--- src/rtl/dfd_cla_pkg.sv ---
// rtl/dfd_cla_pkg.sv - shared CLA widths, action codes, EAP modes, FSM states and CSR layout
package dfd_cla_pkg;

    localparam int CLA_NUMBER_OF_EVENTS         = 16;
    localparam int CLA_EVENT_SEL_W              = 4;
    localparam int CLA_NODE_ID_MSB              = 1;
    localparam int CLA_MAX_SEL                  = 4;
    localparam int CLA_THRESH_W                 = 32;
    localparam int CLA_NUMBER_OF_ACTIONS        = 8;
    localparam int CLA_ACTION_W                 = 3;
    localparam int CLA_NUMBER_OF_CUSTOM_ACTIONS = 4;
    localparam int CLA_CUSTOM_ACTION_W          = 2;

    localparam logic [CLA_ACTION_W-1:0] ACTION_DEBUG_INTERRUPT = 3'd1;

    localparam logic [1:0] EAP_MODE_LEVEL  = 2'b00;
    localparam logic [1:0] EAP_MODE_EDGE   = 2'b01;
    localparam logic [1:0] EAP_MODE_COUNT  = 2'b10;
    localparam logic [1:0] EAP_MODE_CONSEC = 2'b11;

    typedef enum logic {
        EAP_IDLE  = 1'b0,
        EAP_ARMED = 1'b1
    } eap_state_e;

    // Sized for the largest selector count / counter; nodes use the low slices.
    typedef struct packed {
        logic [CLA_MAX_SEL-1:0][CLA_EVENT_SEL_W-1:0] EventType;
        logic [(2**CLA_MAX_SEL)-1:0]                 Lut;
        logic [1:0]                                  Mode;
        logic [CLA_THRESH_W-1:0]                     Threshold;
        logic [CLA_ACTION_W-1:0]                     Action0;
        logic [CLA_ACTION_W-1:0]                     Action1;
        logic [CLA_ACTION_W-1:0]                     Action2;
        logic [CLA_ACTION_W-1:0]                     Action3;
        logic [CLA_CUSTOM_ACTION_W-1:0]              CustomAction0;
        logic [CLA_CUSTOM_ACTION_W-1:0]              CustomAction1;
        logic                                        CustomAction0Enable;
        logic                                        CustomAction1Enable;
        logic [CLA_NODE_ID_MSB:0]                    DestNode;
    } NodeEapCtrCsr_s;

endpackage

--- src/rtl/dfd_cla_eap_occ_ctr.sv ---
// rtl/dfd_cla_eap_occ_ctr.sv - saturating occurrence counter with threshold compare
module dfd_cla_eap_occ_ctr #(
    parameter int CNT_W = 16
) (
    input  logic             clock,
    input  logic             reset_n,
    input  logic             clr,
    input  logic             run,
    input  logic             consec,
    input  logic             match,
    input  logic [CNT_W-1:0] threshold,
    output logic [CNT_W-1:0] count,
    output logic             hit
);

    logic [CNT_W-1:0] count_q, count_d;
    logic [CNT_W:0]   count_inc;
    logic [CNT_W:0]   thr_eff;

    // One extra bit keeps the compare exact when the counter is all-ones.
    assign count_inc = {1'b0, count_q} + {{CNT_W{1'b0}}, 1'b1};
    assign thr_eff   = (threshold == '0) ? {{CNT_W{1'b0}}, 1'b1} : {1'b0, threshold};
    assign hit       = match && (count_inc >= thr_eff);
    assign count     = count_q;

    always_comb begin
        count_d = count_q;
        if (clr) begin
            count_d = '0;
        end else if (run) begin
            if (hit) begin
                count_d = '0;
            end else if (match) begin
                count_d = (&count_q) ? count_q : count_inc[CNT_W-1:0];
            end else if (consec) begin
                count_d = '0;
            end
        end
    end

    always_ff @(posedge clock or negedge reset_n) begin
        if (!reset_n) begin
            count_q <= '0;
        end else begin
            count_q <= count_d;
        end
    end

endmodule

--- src/rtl/dfd_cla_node_eap_ctr.sv ---
// rtl/dfd_cla_node_eap_ctr.sv - per-node event/action point: event LUT, fire modes, sticky status
module dfd_cla_node_eap_ctr
    import dfd_cla_pkg::*;
#(
    parameter int MY_NODE_ID = 0,
    parameter int NUM_SEL    = 3,
    parameter int CNT_W      = 16
) (
    input  logic                                    clock,
    input  logic                                    reset_n,
    input  logic                                    enable_eap,
    input  logic [CLA_NUMBER_OF_EVENTS-1:0]         event_bus,
    input  NodeEapCtrCsr_s                          NodeEapCtrCsr,
    input  logic [CLA_NODE_ID_MSB:0]                current_node_id,
    input  logic                                    eap_status_w2c,
    output logic [CLA_NUMBER_OF_ACTIONS-1:0]        next_node_action_bus,
    output logic [CLA_NUMBER_OF_CUSTOM_ACTIONS-1:0] next_node_custom_action_bus,
    output logic                                    next_node_custom_action_bus_enable,
    output logic [CLA_NODE_ID_MSB:0]                next_destination_node_id,
    output logic                                    eap_fire,
    output logic                                    eap_status,
    output logic                                    reset_eap_status_w2c,
    output logic [CNT_W-1:0]                        eap_count
);

    localparam logic [CLA_NODE_ID_MSB:0] MY_ID = MY_NODE_ID[CLA_NODE_ID_MSB:0];

    eap_state_e       state_q, state_d;
    logic [NUM_SEL-1:0] sel_hit;
    logic             match, active, armed_live, leaving, mode_chg, cnt_hit, dbg_sel, w2c_rise;
    logic             match_q, match_d, irq_q, irq_d, status_q, status_d, w2c_q, w2c_d;
    logic [1:0]       mode_q, mode_d;
    logic             unused_csr;

    assign unused_csr = ^NodeEapCtrCsr;

    always_comb begin
        sel_hit = '0;
        for (int k = 0; k < NUM_SEL; k++) begin
            sel_hit[k] = event_bus[NodeEapCtrCsr.EventType[k]];
        end
    end

    assign match      = NodeEapCtrCsr.Lut[sel_hit];
    assign active     = enable_eap && (current_node_id == MY_ID);
    assign armed_live = (state_q == EAP_ARMED) && active;
    assign leaving    = (state_q == EAP_ARMED) && !active;
    assign mode_chg   = (state_q == EAP_ARMED) && (NodeEapCtrCsr.Mode != mode_q);
    assign w2c_rise   = eap_status_w2c && !w2c_q;
    assign dbg_sel    = (NodeEapCtrCsr.Action0 == ACTION_DEBUG_INTERRUPT) ||
                        (NodeEapCtrCsr.Action1 == ACTION_DEBUG_INTERRUPT) ||
                        (NodeEapCtrCsr.Action2 == ACTION_DEBUG_INTERRUPT) ||
                        (NodeEapCtrCsr.Action3 == ACTION_DEBUG_INTERRUPT);

    dfd_cla_eap_occ_ctr #(.CNT_W(CNT_W)) u_occ_ctr (
        .clock     (clock),
        .reset_n   (reset_n),
        .clr       (leaving || mode_chg),
        .run       (armed_live && NodeEapCtrCsr.Mode[1]),
        .consec    (NodeEapCtrCsr.Mode == EAP_MODE_CONSEC),
        .match     (match),
        .threshold (NodeEapCtrCsr.Threshold[CNT_W-1:0]),
        .count     (eap_count),
        .hit       (cnt_hit)
    );

    always_comb begin
        state_d  = active ? EAP_ARMED : EAP_IDLE;
        eap_fire = 1'b0;
        case (NodeEapCtrCsr.Mode)
            EAP_MODE_LEVEL: eap_fire = armed_live && match;
            EAP_MODE_EDGE:  eap_fire = armed_live && match && !match_q;
            default:        eap_fire = armed_live && cnt_hit;
        endcase
        // match_q only tracks while armed so the first armed match counts as an edge.
        match_d  = armed_live ? match : 1'b0;
        irq_d    = (eap_fire && dbg_sel) || (irq_q && !w2c_rise);
        status_d = eap_fire || (status_q && !w2c_rise);
        w2c_d    = eap_status_w2c;
        mode_d   = NodeEapCtrCsr.Mode;
    end

    always_comb begin
        next_node_action_bus = '0;
        for (int i = 0; i < CLA_NUMBER_OF_ACTIONS; i++) begin
            next_node_action_bus[i] = eap_fire &&
                ((NodeEapCtrCsr.Action0 == CLA_ACTION_W'(i)) ||
                 (NodeEapCtrCsr.Action1 == CLA_ACTION_W'(i)) ||
                 (NodeEapCtrCsr.Action2 == CLA_ACTION_W'(i)) ||
                 (NodeEapCtrCsr.Action3 == CLA_ACTION_W'(i)));
        end
        next_node_action_bus[ACTION_DEBUG_INTERRUPT] =
            next_node_action_bus[ACTION_DEBUG_INTERRUPT] || irq_q;
        next_node_custom_action_bus = '0;
        for (int i = 0; i < CLA_NUMBER_OF_CUSTOM_ACTIONS; i++) begin
            next_node_custom_action_bus[i] = eap_fire &&
                ((NodeEapCtrCsr.CustomAction0Enable &&
                  (NodeEapCtrCsr.CustomAction0 == CLA_CUSTOM_ACTION_W'(i))) ||
                 (NodeEapCtrCsr.CustomAction1Enable &&
                  (NodeEapCtrCsr.CustomAction1 == CLA_CUSTOM_ACTION_W'(i))));
        end
    end

    assign next_node_custom_action_bus_enable = NodeEapCtrCsr.CustomAction0Enable ||
                                                NodeEapCtrCsr.CustomAction1Enable;
    assign next_destination_node_id = eap_fire ? NodeEapCtrCsr.DestNode : MY_ID;
    assign eap_status               = status_q;
    assign reset_eap_status_w2c     = w2c_rise;

    always_ff @(posedge clock or negedge reset_n) begin
        if (!reset_n) begin
            state_q  <= EAP_IDLE;
            match_q  <= 1'b0;
            irq_q    <= 1'b0;
            status_q <= 1'b0;
            w2c_q    <= 1'b0;
            mode_q   <= EAP_MODE_LEVEL;
        end else begin
            state_q  <= state_d;
            match_q  <= match_d;
            irq_q    <= irq_d;
            status_q <= status_d;
            w2c_q    <= w2c_d;
            mode_q   <= mode_d;
        end
    end

endmodule

--- config.mk ---
export PLATFORM = sky130hd
export DESIGN_NAME = dfd_cla_node_eap_ctr
export DESIGN_NICKNAME = d
export VERILOG_FILES = /design/src/rtl/dfd_cla_pkg.sv /design/src/rtl/dfd_cla_eap_occ_ctr.sv /design/src/rtl/dfd_cla_node_eap_ctr.sv
export SDC_FILE = /design/constraint.sdc
export NUM_CORES = 1
export LEC_CHECK = 0
export BUFFER_PORTS_ARGS = -buffer_cell sky130_fd_sc_hd__buf_2
export CAP_MARGIN = 5
export CORE_MARGIN = 2
export CORE_UTILIZATION = 35
export CTS_BUF_LIST = sky130_fd_sc_hd__clkbuf_4
export DETAILED_ROUTE_END_ITERATION = 10
export SYNTH_ARGS = -nofsm -noshare
export SYNTH_HDL_FRONTEND = slang
export SYNTH_HIERARCHICAL = 1
export SYNTH_SLANG_ARGS = --single-unit
--- constraint.sdc ---
create_clock -name clock -period 3.7 [get_ports clock]
set_input_delay 0.37 -clock clock [delete_from_list [all_inputs] [get_ports clock]]
set_output_delay 0.37 -clock clock [all_outputs]
set_load 0.1 [all_outputs]
; ---- Word level (Yosys, flattened, before mapping)
; Index checks and enable logic that the tools add are counted.
[op_classes]
order_cmp = 5
add_sub_neg = 1
reduce_logical = 82
mux = 19
eq_ne = 38
[op_table]
columns = op, count
row1 = $mux 16, 7
row2 = $eq 3x3->1 const B, 16
row3 = $logic_or 1x1->1, 33
row4 = $logic_and 1x1->1, 32
row5 = $eq 3x2->1 const B, 8
row6 = $add 16x1->17 const B, 1
row7 = $ge 17x17->1, 1
row8 = $logic_not 16->1, 1
row9 = $reduce_and 16->1, 1
row10 = $lt 4x5->1 const B, 3
row11 = $bmux 1 s4, 3
row12 = $eq 3x1->1 const B, 4
row13 = $logic_not 3->1, 4
row14 = $eq 2x2->1 const B, 5
row15 = $logic_not 2->1, 4
row16 = $eq 2x1->1 const B, 3
row17 = $mux 1, 6
row18 = $lt 3x5->1 const B, 1
row19 = $logic_not 1->1, 4
row20 = $ne 4x3->1 const B, 1
row21 = $reduce_bool 4->1, 1
row22 = $bmux 1 s3, 1
row23 = $reduce_and 3->1, 1
row24 = $mux 2, 1
row25 = other kinds (3), 3
[totals]
elab_cells = 152
output_inout_bits = 34
in_bits = 108
register_bits = 23

; ---- Logic depth before layout (Yosys ltp)
[depth]
word_depth = 9
ltp_mapped = 14
mapped_depth_nobuf = 13

; ---- Modules after synthesis
; Netlist, hierarchy kept.
[modules_own_cells]
columns = mod, cells_each, seq_area_each_um2, area_per_inst_um2, n_inst
row1 = dfd_cla_eap_occ_ctr, 180, 400.4, 1486.4, 1
row2 = dfd_cla_node_eap_ctr, 163, 175.2, 1371.3, 1

; ---- Worst setup path before layout
; OpenSTA, ideal clock, no wires.
[synth_path]
path_type = reg-to-output
startpoint = register u_occ_ctr.count_q[0], in the netlist u_occ_ctr/count[0]
endpoint = output next_node_action_bus[3]
path_stages_with_launch = 14
n_path_buf = 0
setup_slack_ns = -1.576
t_arrival_ns = 4.906
required_ns = 3.330
cell_sequence = dfrtp_1 > ha_1 > nand2_1 > nor4_4 > nand3_1 > xnor2_1 > ha_1 > nand3_1 > nor2_1 > a221o_1 > a31oi_1 > a31oi_1 > a22oi_4 > a31oi_1
[synth_via]
elab_chain_cells = 6
[synth_lines]
columns = item, line
row1 = start: declaration, dfd_cla_eap_occ_ctr.sv:16  ; logic [CNT_W-1:0] count_q, count_d;
row2 = start signal: assignment, dfd_cla_eap_occ_ctr.sv:45  ; count_q <= count_d;
row3 = $add 16x1->17, dfd_cla_eap_occ_ctr.sv:21  ; assign count_inc = {1'b0, count_q} + {{CNT_W{1'b0}}, 1'b1};
row4 = $ge 17x17->1, dfd_cla_eap_occ_ctr.sv:23  ; assign hit = match && (count_inc >= thr_eff);
row5 = $logic_and 1x1->1, dfd_cla_eap_occ_ctr.sv:23
row6 = via cnt_hit, dfd_cla_node_eap_ctr.sv:30  ; logic match, active, armed_live, leaving, mode_chg, cnt_hit, dbg_sel, w2c_rise;
row7 = $logic_and 1x1->1, dfd_cla_node_eap_ctr.sv:73  ; default: eap_fire = armed_live && cnt_hit;
row8 = $pmux 1 s2, dfd_cla_node_eap_ctr.sv:70  ; case (NodeEapCtrCsr.Mode)
row9 = $logic_and 1x1->1, dfd_cla_node_eap_ctr.sv:86  ; next_node_action_bus[i] = eap_fire &&
row10 = end: declaration, dfd_cla_node_eap_ctr.sv:16  ; output logic [CLA_NUMBER_OF_ACTIONS-1:0] next_node_action_bus,
; The timed path passes the listed nets, and every way through them passes these cells.

; ---- Worst setup path after layout
[layout_path]
startpoint = register u_occ_ctr.count_q[3], in the netlist u_occ_ctr/count[3]
endpoint = register u_occ_ctr.count_q[14], in the netlist u_occ_ctr/count[14]
[layout_via]
elab_chain_cells = 6
elab_cells_between_ends = 12
cone_classes = add/sub (1) / order compare (1) / eq/ne (1) / mux (5) / reduce/logical (4)
[layout_lines]
columns = item, line
row1 = $add 16x1->17, dfd_cla_eap_occ_ctr.sv:21
row2 = $ge 17x17->1 / $mux 16 (equally long branches), "dfd_cla_eap_occ_ctr.sv:23, dfd_cla_eap_occ_ctr.sv:34"
row3 = $logic_and 1x1->1 / $mux 16 (equally long branches), "dfd_cla_eap_occ_ctr.sv:23, dfd_cla_eap_occ_ctr.sv:33"
row4 = $mux 16, dfd_cla_eap_occ_ctr.sv:31  ; if (hit) begin
row5 = $mux 16, dfd_cla_eap_occ_ctr.sv:30  ; end else if (run) begin
row6 = $mux 16, dfd_cla_eap_occ_ctr.sv:28  ; if (clr) begin
; Parallel ways exist; a longest one is shown, timed or not. The select of a mux whose other input is x is not followed.
; A chain may end at the register's enable or synchronous reset.

==> reports/results.txt <==
The run finished, with violations left. The checks that failed: negative hold slack, negative setup slack. For the worst setup path, the data required time is 3.97 ns. For the number of top-level design ports, the log shows 142. For the worst-skew pair, the clock arrives at the later sink with an insertion delay of 0.32 ns. The final setup TNS came out at -2.81 ns. The die covers 8900 um2.

The power dissipated by switching net loads was 562 uW. The final layout contains routed wiring with a total length of 8.97 mm. The relative slew slack was 64.5%; the aggregate global-route resource usage was 20.0%. The cell with the most instances after synthesis was sky130_fd_sc_hd__nand2_1. In this run, synthesis produced a sequential element count of 23. The die is 94.4 um tall. For the number of core rows, the log shows 32. In this run, flip-flops and latches consume 30.3% of the power. Along the worst path, the maximum fanout reaches 5. The portion of synthesized cell area occupied by the leading cell type was 20.1%. The routability-driven placement congestion ratio was 0.801; the wire length of the first global-routing pass was 14.5 mm. Number of vias per cell after detailed routing: 5.41. Sorting the synthesized cells by how often they occur yields 31 x sky130_fd_sc_hd__nand2_1, 27 x sky130_fd_sc_hd__inv_1, 23 x sky130_fd_sc_hd__dfrtp_1. On the worst path, the slowest cell contributes a delay of 0.43 ns.

The final cell count without fillers was 595. The tools report the critical path capture point type as a register. The peak ir drop on the vdd network was 0.000172 V; the share of power burned in combinational logic was 58.1%. The count of input and output buffers was 113.

In this run the worst hold path is classified as in -> async. The logs give 1 for the count of H-tree levels built during CTS and 559 for the number of placed cells counting well taps. Synthesis produced a netlist with a net count of 468. The worst path needs 4.00 ns of the cycle, external delays included. The root buffer cell was sky130_fd_sc_hd__clkbuf_4. The library cell appearing most often on the critical path was sky130_fd_sc_hd__buf_4. The tools report the final-report setup violation count as 16.

Among all stages on the critical path, the largest delay is contributed by sky130_fd_sc_hd__dfrtp_4. In this run the critical register-to-register path is captured at u_occ_ctr/count[14]. The number of antenna repair diodes was 0; the net count of the finished layout was 619. Yosys attributes the largest share of cell area to sky130_fd_sc_hd__dfrtp_1 20%, sky130_fd_sc_hd__ha_1 7.4%, sky130_fd_sc_hd__mux4_2 7.1%. The origin of the critical flop-to-flop path is u_occ_ctr/count[3]. The cell area that synthesis handed to floorplanning was 2860 um2. The synthesis-to-layout area growth is 51.8%, and the mean instance size in the synthesized netlist is 8.33 um2.

After Yosys synthesis, XOR and XNOR cells account for 4.90% of the synthesized area. The final number of hold-violating endpoints was 2; the die extent in x was 94.4 um. The final worst slack was -0.299 ns; the clock slew seen by the registers of the worst setup and hold paths was 0.13 ns.

Summed over all cells, the static leakage comes to 2.02 nW. The net switching share of the total power is 50.6%. Of all flip-flops after synthesis, the portion carrying an async set or reset was 100%. The multiplexer area fraction after synthesis works out to 12.9%. The logs give 6.92 mm for the half-perimeter wire length of the detailed placement result and 23 for the number of clock sinks. Entering global routing, the biggest net connects 24 pins.

The internal power of the cells totals 548 uW. TritonCTS built the clock tree. The count of final max-slew check failures is 0, and the placeable core region is 7810 um2. The run gives 0 as the number of maximum-capacitance violations. After detailed routing, the average wire length per cell comes to 15.1 um. The worst setup path is launched from a register. The synthesized netlist devotes 18.0% of its cell area to compound gates.

Main combinational cell family by area after synthesis: simple AND/OR/NAND/NOR gates. The worst hold margin is -0.00164 ns, and the maximum clock path buffer count is 2. Setup repair after global routing could not meet its margin everywhere. For the number of antenna violations at the first check in global routing, the log shows 0.

The transition at the pin with the smallest max-transition slack works out to 0.532 ns. The clock network fraction of design power is 11.6%, and the post-synthesis share of cell area spent on full adders, half adders and majority gates is 7.44%. In the synthesized netlist, the number of instances is 343. Most area-hungry cell type in the Yosys netlist: sky130_fd_sc_hd__dfrtp_1. After detailed routing, the number of remaining DRC violations is 0.

For the final database, setup skew stands at 0.00373 ns. The number of enable-type register cells in the synthesized netlist was 0; the maximum frequency from static timing analysis was 250 MHz. The post-cts hold buffer count is 0. In the final layout, the share of cells above drive strength 1 is 44.8%.

The worst reg-to-reg path cell count came out at 27. For this design the ratio of total power to cell area is 256 nW/um2. The logs give 0 for the global-route congestion overflow total and -0.30 ns for the setup slack of the worst register-to-register path. The routed layout has 3221 vias.

In this run, CTS created clock tree buffers numbering 3. The detail route stage leaves a number of antenna-violating nets equal to 0. For the detailed-router iteration count before antenna repair, the log shows 4. The most used flip-flop cell after synthesis is sky130_fd_sc_hd__dfrtp_1. Ratio of final minimum period to clock period: 108%. Critical path data arrival time: 4.27 ns.

Kind of critical path: reg -> reg. For this configuration, the core starts out at a cell density of 36.6%. Summing the sequential cell areas from Yosys gives 20.1% of the chip area. Number of distinct standard cells referenced by the synthesized netlist: 57.

The run gives 182 as the DRC marker count from the first detailed-route iteration. The share of synthesized cell area in and, or, nand and nor gates is 30.8%. The tools report the count of yosys warnings during synthesis as 6. The number of global-route vias before repair was 3216.
## sequential cells by signal, summed over array words and instances, names as in the netlist
register / cells
eap_status: 1
irq_q: 1
match_q: 1
mode_q: 2
state_q: 1
u_occ_ctr/count: 16
w2c_q: 1
## worst max-delay path by stage
stage | from | slack [ns] | cells after the start | endpoint
finish | u_occ_ctr/count[3] | -0.30 | 27 | u_occ_ctr/count[14]
global route | u_occ_ctr/count[3] | -0.44 | 27 | u_occ_ctr/count[14]
CTS | u_occ_ctr/count[2] | -0.25 | 16 | next_node_action_bus[4]
detailed placement | u_occ_ctr/count[2] | 0.01 | 15 | eap_fire
global placement | u_occ_ctr/count[2] | 0.04 | 15 | eap_fire
floorplan | u_occ_ctr/count[3] | -0.29 | 12 | next_node_action_bus[1]
## cells by family after synthesis
kind of cell | count (synthesis)
compound gates | 74
xor+xnor | 16
fa+ha+maj | 17
buf+inv | 39
flops | 23
mux | 21
simple gates | 153
## metrics by stage
step	cell area [um2]	worst slack, ns	hold WS (ns)	utilization, %	power [mW]
final	4340	-0.299	-0.00164	55.6	1.11
after global routing	4340	-0.443	0.0353	55.6	1.18
after CTS	4320	-0.253	0.0203	55.3	1.11
after detailed placement	4000	0.0131	0.382	51.2	0.972
after global placement	4000	0.0421	0.376	51.2	0.959
after floorplan	3070	-0.286	0.0744	-	0.804
## routing by layer
layer	track usage (%)	routed length [um]	up-vias
li1	-	-	1584
met2	35.7	4400	109
met5	0	0	-
met4	4.95	70	0
met3	2.71	571	6
met1	25.5	3930	1522
## area by class of cell
cell class / instances / area [um2]
inverter: 27 / 105
sequential: 23 / 618
timing repair buffer: 158 / 1160
multi-input combinational: 281 / 2290
tap: 102 / 128
fill: 725 / 3470
clock buffer: 4 / 30.0
## power groups by stage
stage,clock network (mW),logic (mW),registers (mW)
floorplan,0,0.283,0.521
global placement,0,0.613,0.346
detailed placement,0,0.626,0.346
CTS,0.132,0.645,0.335
global route,0.142,0.693,0.341
finish,0.129,0.645,0.336
## cell usage in the layout, fill, tap and decap left out, drive strengths merged, types with 15 or more instances in the layout
cell    count
buf       158
nand3b     16
nand2      31
ha         17
a21oi      19
nand3      20
dfrtp      23
inv        26
nor2       26
o21ai      15
## worst max-delay path: cells and delay by family (launching register included)
kind | cells | cell delay, ns
compound gates | 1 | 0.14
buf+inv | 22 | 2.70
flops | 1 | 0.43
simple gates | 4 | 0.69
## repair_timing
action	4_1_cts	5_1_grt
buffers inserted	30	2
endpoints found under the setup margin	15	16
gates resized for setup	11	7
gates cloned	1	0
pin swaps	11	12
Power figures use the tool's default switching activity.
